**config.mk**
```make
export PLATFORM = sky130hd
export DESIGN_NAME = phy_ofifo_ctrl
export DESIGN_NICKNAME = d
export VERILOG_FILES = /design/src/rtl/phy_ofifo_pkg.sv /design/src/rtl/ofifo_rr_arb2.sv /design/src/rtl/phy_ofifo_ctrl.sv
export SDC_FILE = /design/constraint.sdc
export NUM_CORES = 1
export LEC_CHECK = 0
export ABC_AREA = 1
export CORE_UTILIZATION = 42
export DETAILED_ROUTE_END_ITERATION = 10
export PLACE_DENSITY = 0.83
export RECOVER_POWER = 100
export SLEW_MARGIN = 15
export SYNTH_ARGS = -nofsm -noshare
export SYNTH_HDL_FRONTEND = slang
export SYNTH_SLANG_ARGS = --single-unit
```
**constraint.sdc**
```tcl
create_clock -name i_clk -period 6.25 [get_ports i_clk]
set_clock_uncertainty 0.05 [all_clocks]
set_input_delay 1.5625 -clock i_clk [delete_from_list [all_inputs] [get_ports i_clk]]
set_output_delay 1.5625 -clock i_clk [all_outputs]
set_load 0.02 [all_outputs]
```
**src/rtl/phy_ofifo_pkg.sv**
```systemverilog
// phy_ofifo_pkg: shared types and defaults for the PHY output-FIFO write controller.
//   ofifo_state_t  : controller FSM states
//   DEF_*          : default parameter values
//   credit_w()     : width of a counter that holds 0..depth
package phy_ofifo_pkg;

  typedef enum logic [1:0] {
    RST_HOLD = 2'd0,
    SETTLE   = 2'd1,
    RUN      = 2'd2,
    DRAIN    = 2'd3
  } ofifo_state_t;

  localparam int DEF_DEPTH         = 8;
  localparam int DEF_DW            = 80;
  localparam int DEF_RST_CYCLES    = 8;
  localparam int DEF_SETTLE_CYCLES = 4;

  function automatic int credit_w(input int depth);
    return $clog2(depth + 1);
  endfunction

endpackage

```
**src/rtl/ofifo_rr_arb2.sv**
```systemverilog
// ofifo_rr_arb2: two-input round-robin arbiter with enable.
//   i_clk, i_nrst : clock, asynchronous active-low reset
//   i_en          : grants allowed this cycle
//   i_req[1:0]    : request vector (bit 0 = command path, bit 1 = data path)
//   o_gnt[1:0]    : one-hot-or-zero grant, combinational
// The last-grant pointer resets to 1 so requester 0 wins the first contention.
module ofifo_rr_arb2 (
  input  logic       i_clk,
  input  logic       i_nrst,
  input  logic       i_en,
  input  logic [1:0] i_req,
  output logic [1:0] o_gnt
);

  logic last_q;
  logic last_d;

  always_comb begin
    o_gnt = 2'b00;
    if (i_en) begin
      if (i_req[0] && i_req[1]) begin
        // Contention: favour whoever was not served last.
        o_gnt = last_q ? 2'b01 : 2'b10;
      end else if (i_req[0]) begin
        o_gnt = 2'b01;
      end else if (i_req[1]) begin
        o_gnt = 2'b10;
      end
    end

    last_d = last_q;
    if (o_gnt[0]) begin
      last_d = 1'b0;
    end else if (o_gnt[1]) begin
      last_d = 1'b1;
    end
  end

  always_ff @(posedge i_clk or negedge i_nrst) begin
    if (!i_nrst) begin
      last_q <= 1'b1;
    end else begin
      last_q <= last_d;
    end
  end

endmodule

```
**src/rtl/phy_ofifo_ctrl.sv**
```systemverilog
// phy_ofifo_ctrl: write-side controller for a 7-series PHY output FIFO.
// Sequences the FIFO reset, arbitrates the write port between the command
// path (req0) and the data path (req1), and tracks occupancy with credits
// because the FIFO FULL flag lags the write clock.
//   i_clk, i_nrst         : FIFO write clock, asynchronous active-low reset
//   i_reqN_valid/_data    : requester words;  o_reqN_ready : accepted this cycle
//   i_credit_ret          : one pulse per entry consumed on the read side
//   i_flush               : drain the FIFO then re-reset it (RUN only)
//   i_fifo_full           : FIFO FULL flag
//   o_fifo_reset/_wren/_d : FIFO RESET, WREN, D9..D0 (D0 in [7:0])
//   o_level               : credit count;  o_busy : not in RUN
// Optional macro PHY_OFIFO_ERR_EN adds sticky o_err (credit underflow or a
// FULL flag seen while credit says there is room, i.e. a lost credit).
module phy_ofifo_ctrl
  import phy_ofifo_pkg::*;
#(
  parameter int DEPTH         = DEF_DEPTH,
  parameter int DW            = DEF_DW,
  parameter int RST_CYCLES    = DEF_RST_CYCLES,
  parameter int SETTLE_CYCLES = DEF_SETTLE_CYCLES
) (
  input  logic                         i_clk,
  input  logic                         i_nrst,
  input  logic                         i_req0_valid,
  input  logic [DW-1:0]                i_req0_data,
  output logic                         o_req0_ready,
  input  logic                         i_req1_valid,
  input  logic [DW-1:0]                i_req1_data,
  output logic                         o_req1_ready,
  input  logic                         i_credit_ret,
  input  logic                         i_flush,
  input  logic                         i_fifo_full,
  output logic                         o_fifo_reset,
  output logic                         o_fifo_wren,
  output logic [DW-1:0]                o_fifo_d,
  output logic [credit_w(DEPTH)-1:0]   o_level,
  output logic                         o_busy
`ifdef PHY_OFIFO_ERR_EN
  ,
  output logic                         o_err
`endif
);

  localparam int CW      = credit_w(DEPTH);
  localparam int CNT_MAX = (RST_CYCLES > SETTLE_CYCLES) ? RST_CYCLES : SETTLE_CYCLES;
  localparam int CNTW    = $clog2(CNT_MAX + 1);

  ofifo_state_t  state_q, state_d;
  logic [CNTW-1:0] cnt_q, cnt_d;
  logic [CW-1:0]   credit_q, credit_d;
  logic            wren_q, wren_d;
  logic [DW-1:0]   data_q, data_d;

  logic [1:0]      gnt;
  logic            accept;
  logic            hs;
  logic            ret;

  // Writes only in RUN, with a free credit, and never against a raised FULL.
  always_comb begin
    accept = (state_q == RUN) && (credit_q < CW'(DEPTH)) && !i_fifo_full;
  end

  ofifo_rr_arb2 u_arb (
    .i_clk  (i_clk),
    .i_nrst (i_nrst),
    .i_en   (accept),
    .i_req  ({i_req1_valid, i_req0_valid}),
    .o_gnt  (gnt)
  );

  always_comb begin
    // A grant is only issued to a valid requester, so grant == handshake.
    hs  = gnt[0] | gnt[1];
    // Returns during RST_HOLD belong to the FIFO being reset and are dropped.
    ret = i_credit_ret && (state_q != RST_HOLD);
  end

  always_comb begin
    state_d = state_q;
    cnt_d   = cnt_q + CNTW'(1);
    case (state_q)
      RST_HOLD: begin
        if (cnt_q == CNTW'(RST_CYCLES - 1)) begin
          state_d = SETTLE;
          cnt_d   = '0;
        end
      end
      SETTLE: begin
        if (cnt_q == CNTW'(SETTLE_CYCLES - 1)) begin
          state_d = RUN;
          cnt_d   = '0;
        end
      end
      RUN: begin
        cnt_d = '0;
        if (i_flush) begin
          state_d = DRAIN;
        end
      end
      DRAIN: begin
        cnt_d = '0;
        if (credit_q == '0) begin
          state_d = RST_HOLD;
        end
      end
      default: begin
        state_d = RST_HOLD;
        cnt_d   = '0;
      end
    endcase
  end

  always_comb begin
    credit_d = credit_q;
    if (state_q == RST_HOLD) begin
      if (state_d == SETTLE) begin
        credit_d = '0;
      end
    end else begin
      case ({hs, ret})
        2'b10:   credit_d = credit_q + CW'(1);
        // A return at zero saturates.
        2'b01:   if (credit_q != '0) credit_d = credit_q - CW'(1);
        default: credit_d = credit_q;
      endcase
    end
  end

  always_comb begin
    wren_d = hs;
    data_d = data_q;
    if (gnt[0]) begin
      data_d = i_req0_data;
    end else if (gnt[1]) begin
      data_d = i_req1_data;
    end
  end

  always_ff @(posedge i_clk or negedge i_nrst) begin
    if (!i_nrst) begin
      state_q  <= RST_HOLD;
      cnt_q    <= '0;
      credit_q <= '0;
      wren_q   <= 1'b0;
      data_q   <= '0;
    end else begin
      state_q  <= state_d;
      cnt_q    <= cnt_d;
      credit_q <= credit_d;
      wren_q   <= wren_d;
      data_q   <= data_d;
    end
  end

`ifdef PHY_OFIFO_ERR_EN
  logic err_q, err_d;
  logic underflow;

  always_comb begin
    underflow = ret && !hs && (credit_q == '0);
    err_d     = err_q;
    // FULL while two or more credits remain means a credit went missing.
    if (underflow ||
        ((state_q == RUN) && i_fifo_full && (credit_q < CW'(DEPTH - 1)))) begin
      err_d = 1'b1;
    end
    if ((state_d == RST_HOLD) && (state_q != RST_HOLD)) begin
      err_d = 1'b0;
    end
  end

  always_ff @(posedge i_clk or negedge i_nrst) begin
    if (!i_nrst) begin
      err_q <= 1'b0;
    end else begin
      err_q <= err_d;
    end
  end

  assign o_err = err_q;
`endif

  assign o_req0_ready = gnt[0];
  assign o_req1_ready = gnt[1];
  assign o_fifo_reset = (state_q == RST_HOLD);
  assign o_fifo_wren  = wren_q;
  assign o_fifo_d     = data_q;
  assign o_level      = credit_q;
  assign o_busy       = (state_q != RUN);

endmodule

```
# Word-level counts from Yosys, hierarchy flattened
# Cells that the tools add are included.
dict set report word_totals {
  register_bits 92
  input_bits 167
  out_inout_bits 89
}
dict set report op_classes {
  addsub 3
  n_lt_le_gt_ge 1
  n_eq_ne 11
  muxes 21
  bitwise 1
  reduce_logical 13
}
# op count
set op_table {}
lappend op_table {{2-to-1 mux 80 bit} 2}
lappend op_table {{2-to-1 mux 4 bit} 5}
lappend op_table {{2-to-1 mux 2 bit} 9}
lappend op_table {{one-hot mux 4 bit (3 select lines)} 1}
lappend op_table {{adder 4 x 1 -> 4 bit (second input constant)} 2}
lappend op_table {{one-hot mux 2 bit (4 select lines)} 1}
lappend op_table {{one-hot mux 4 bit (2 select lines)} 1}
lappend op_table {{equality test 2 x 1 -> 1 bit (second input constant)} 3}
lappend op_table {{equality test 2 bit (second input constant)} 3}
lappend op_table {{equality test 4 x 2 -> 1 bit (second input constant)} 1}
lappend op_table {{equality test 4 x 3 -> 1 bit (second input constant)} 1}
lappend op_table {{logical AND 1 bit} 4}
lappend op_table {{logical NOT 4 bit} 1}
lappend op_table {{less-than comparator 4 bit (second input constant)} 1}
lappend op_table {{nonzero test 2 bit} 2}
lappend op_table {{nonzero test 4 bit} 1}
lappend op_table {{subtractor 4 x 1 -> 4 bit (second input constant)} 1}
lappend op_table {{inequality test 3 bit (second input constant)} 1}
lappend op_table {{AND reduction 3 bit} 1}
lappend op_table {{nonzero test 3 bit} 1}
lappend op_table {{logical NOT 2 bit} 1}
lappend op_table {{2-to-1 mux 1 bit} 2}
lappend op_table {{inequality test 2 x 1 -> 1 bit (second input constant)} 1}
lappend op_table {{inequality test 2 bit (second input constant)} 1}
lappend op_table {{other kinds (3)} 3}

# Logic depth before layout (Yosys ltp)
dict set report logic_depth {
  word_depth 8
  depth_mapped 17
  mapped_depth_nobuf 16
}

# Cells and area by module
# From an unflattened synthesis, not the netlist that was laid out.
dict set report unflattened {
  hier_cells 534
  hier_area_um2 4344.2
}
# mod n_inst cells_each area_each_um2 seq_area_each_um2
set by_module_without_submodules {}
lappend by_module_without_submodules {phy_ofifo_ctrl 1 522 4270.3 2277.2}
lappend by_module_without_submodules {ofifo_rr_arb2 1 12 73.8 26.3}

# Worst setup path after synthesis
# No wires, ideal clock.
dict set report synth_path {
  path_kind {input -> output}
  from {input port i_fifo_full}
  to {output port o_req1_ready}
  arrival_time_ns 2.370
  t_required_ns 4.637
  slack_ns 2.268
  path_stages 7
  n_path_buf 2
  path_cell_list {inv_1 -> nand2_1 -> nor2_2 -> nand2_1 -> buf_2 -> buf_2 -> inv_1}
}
dict set report synth_between {
  elab_chain_cells 3
}
# item line
set synth_lines {}
lappend synth_lines {{start: declaration} phy_ofifo_ctrl.sv:32} ;# input logic i_fifo_full,
lappend synth_lines {{logical NOT 1 bit} phy_ofifo_ctrl.sv:61} ;# accept = (state_q == RUN) && (credit_q < CW'(DEPTH)) && !i_fifo_full;
lappend synth_lines {{logical AND 1 bit} phy_ofifo_ctrl.sv:61}
lappend synth_lines {{2-to-1 mux 2 bit} ofifo_rr_arb2.sv:20} ;# if (i_en) begin
lappend synth_lines {{end: declaration} phy_ofifo_ctrl.sv:29} ;# output logic o_req1_ready,
# No other way between the ends.

# Final worst setup path
dict set report layout_path {
  from {input port i_req1_valid}
  to {register credit_q[3], in the netlist o_level[3]}
}
dict set report layout_between {
  elab_chain_cells 8
}
# item line
set layout_lines {}
lappend layout_lines {{start: declaration} phy_ofifo_ctrl.sv:27} ;# input logic i_req1_valid,
lappend layout_lines {{2-to-1 mux 2 bit} ofifo_rr_arb2.sv:26} ;# end else if (i_req[1]) begin
lappend layout_lines {{2-to-1 mux 2 bit} ofifo_rr_arb2.sv:24} ;# end else if (i_req[0]) begin
lappend layout_lines {{2-to-1 mux 2 bit (*)} ofifo_rr_arb2.sv:21} ;# if (i_req[0] && i_req[1]) begin
lappend layout_lines {{2-to-1 mux 2 bit (*)} ofifo_rr_arb2.sv:20}
lappend layout_lines {{OR 1 bit (*)} phy_ofifo_ctrl.sv:74} ;# hs = gnt[0] | gnt[1];
lappend layout_lines {{equality test 2 x 1 -> 1 bit / equality test 2 bit (equally long branches)} phy_ofifo_ctrl.sv:121} ;# case ({hs, ret})
lappend layout_lines {{inequality test 3 bit (no line) (tied with other cells)} -}
lappend layout_lines {{AND reduction 3 bit (no line) / 2-to-1 mux 4 bit (equally long branches)} -}
lappend layout_lines {{end signal: assignment} phy_ofifo_ctrl.sv:150} ;# credit_q <= credit_d;
lappend layout_lines {{end: declaration} phy_ofifo_ctrl.sv:50} ;# logic [CW-1:0] credit_q, credit_d;
# Every way passes the cells marked *; elsewhere a longest branch is shown, timed or not.
# A chain may end at the register's enable or synchronous reset.

==> metrics.yaml <==
outcome:
  outcome: "complete, but fails checks"
  violations: "max-capacitance violations, max-slew violations"
clocking:
  cts_setup_buffers: 0
  cts_buffer_depth: 2
  cts_num_sinks: 92
  ctsRootBufferMaster: "clkbuf_8"
  cts_buffers: 9
  clk_latency_ps: 360
  clk_pin_slew_worst_paths_ps: 80
  post_cts_resized: 0
  cts_tree: "yes"
  ctsHoldBuffers: 0
  h-tree-depth: 3
cells_and_area:
  layout-drive-gt1-share_pct: 4.06
  fin_util_pct: 69.9
  final_cell_area_um2: 7250
  diodes: 0
  layout_common_cells: "163 x clkdlybuf4s50_1, 98 x nor2_1, 91 x dfrtp_1, 91 x dlygate4sd3_1, 87 x nand3_1"
  final_common_cell: "clkdlybuf4s50_1"
  stdcell_count: 924
  area_delta_synth_final_pct: 60.7
  layout.nets: 954
synthesis:
  synth_warnings: 0
  synth_nets: 725
  synth_seq_area_share_pct: 51.1
  mappedNetlistArea_um2: 4510
  yosys_register_bits: 92
  ys_types: 27
  synthCells: 554
  avgSynthCellArea_um2: 8.14
hold_path:
  hold_class: "flop to flop"
power:
  irDropWorstVdd_uv: 229
  p_leak_nw: 3.20
  power.density_nw_per_um2: 401
timing:
  layout_setup_ws_ps: 1200
  fmax_mhz: 198
  slew_headroom_pct: -18.4
  tightest_slew_ps: 1780
  hold_viol_final: 0
  rsz0062_at_grt: "no"
  setup_tns_ps: 0
  finalSetupViolCount: 0
  post-route-period-util_pct: 80.8
  period_minus_slack_ps: 5050
  slew_viol_final: 173
die:
  core_um2: 10400
  die_area_um2: 11200
  row_count: 37
  die_y_um: 106
  initial_core_util_pct: 43.5
  dieWidth_um: 106
  io_pins: 256
worst_setup_path:
  worstSetupPathType: "primary input to flop"
  critPathArrivalTime_ps: 5300
  startpoint_type: "primary input"
  end_kind: "flop"
  required_ps: 6500
  cp_max_fo: 88
drt:
  drt-total-wl_um: 14300
  drt_iter0_drc: 320
  route.detailed.drc: 0
  first_pass_iters: 5
  vias: 4909
  wl_per_cell_um: 15.5
  drt.antenna.violating_nets: 0
  drt-vias-per-instance: 5.31
placement:
  placed_cell_area_um2: 7060
  dp_hpwl_um: 9790
  port_buffers: 255
  gp_congestion: 0.825
  placedCellCount: 908
  dp_slack_ps: 1590
global_route:
  antenna_found_initial: 0
  grt_usage_pct: 25.7
  gr-total-overflow: 0
  grt_max_degree: 89
  grt_first_pass_wirelength_um: 22900
  first_global_vias: 4825
flow_run:
  maxCapViolations: 2
layer usage:
| metal | global-route usage, % | vias to the layer above | part of all wire, % |
|---|---|---|---|
| li1 | - | 2337 | - |
| met1 | 30.5 | 2332 | 39 |
| met2 | 44.5 | 210 | 51 |
| met3 | 7.42 | 30 | 7.0 |
| met4 | 8.93 | 0 | 2.5 |
| met5 | 0 | - | 0 |
worst paths after layout:
path	slack (ps)	depth (start not counted)	to	startpoint
hold / removal	410	1	cnt_q[0]	cnt_q[0]
max in group asynchronous	3980	2	o_fifo_d[27]	i_nrst
min in group asynchronous	1060	1	o_fifo_d[1]	i_nrst
hold reg to reg	410	1	cnt_q[0]	cnt_q[0]
setup / recovery	1200	13	o_level[3]	i_req1_valid
setup reg to reg	2570	13	o_level[3]	u_arb.last_q
cells by family after synthesis:
kind of cell             after synthesis  share of synthesized area (%)
buffers and inverters                 62                           6.60
adder cells (fa/ha/maj)                4                           1.28
AO/OA/AOI/OAI                        165                           18.5
XOR/XNOR                               2                          0.388
AND/OR/NAND/NOR                      229                           22.2
flip-flops                            92                           51.1
synthesized netlist by cell type:
| cell type | number | area [µm²] |
|---|---|---|
| a21oi_1 | 1 | 5.00 |
| a21oi_2 | 1 | 8.76 |
| a31oi_1 | 1 | 6.26 |
| a41oi_1 | 1 | 8.76 |
| buf_1 | 2 | 7.51 |
| buf_2 | 19 | 95.1 |
| buf_4 | 9 | 67.6 |
| buf_6 | 1 | 11.3 |
| clkbuf_1 | 12 | 45.0 |
| dfrtp_1 | 91 | 2280 |
| dfstp_2 | 1 | 26.3 |
| fa_1 | 1 | 20.0 |
| ha_1 | 3 | 37.5 |
| inv_1 | 14 | 52.6 |
| inv_2 | 5 | 18.8 |
| nand2_1 | 36 | 135 |
| nand2_2 | 1 | 6.26 |
| nand2_4 | 1 | 11.3 |
| nand3_1 | 86 | 430 |
| nand3_2 | 1 | 10.0 |
| nand4_1 | 2 | 12.5 |
| nor2_1 | 97 | 364 |
| nor2_2 | 3 | 18.8 |
| o21ai_1 | 161 | 806 |
| or2_1 | 2 | 12.5 |
| xnor2_1 | 1 | 8.76 |
| xor2_1 | 1 | 8.76 |
area by class of cell:
cell class	count	area (µm²)
timing repair buffer	261	2590
inverter	19	71.3
tap	136	170
clock inverter	4	47.5
multi-input combinational	400	1910
fill	847	3120
clock buffer	12	155
sequential	92	2300
worst max-delay path: stages:
cell	delay, ps
dlygate4sd3_1	570
nand2_1	80
nand2_1	130
inv_1	90
nand2_4	60
buf_4	560
clkbuf_2	1310
nand3_1	380
nor2_1	210
nor2_1	60
nand2_1	120
nand2_1	60
nand2_1	70
power by group:
group / internal [W] / switching, W
combinational: 0.000653 / 0.000837
clock: 0.000206 / 0.000206
sequential: 0.000852 / 0.000152
through the flow:
step | hold WS (ps) | total power [W]
3_3_place_gp | 396 | 0.00259
6_report | 411 | 0.00291
5_1_grt | 438 | 0.00311
3_5_place_dp | 405 | 0.00263
2_1_floorplan | 381 | 0.00188
4_1_cts | 416 | 0.00306
flip-flops by register name, indices dropped and copies added, names as in the netlist:
register,count
cnt_q,4
o_fifo_d,80
o_fifo_wren,1
o_level,4
state_q,2
u_arb.last_q,1
No activity file was read; power rests on OpenSTA's default activity.
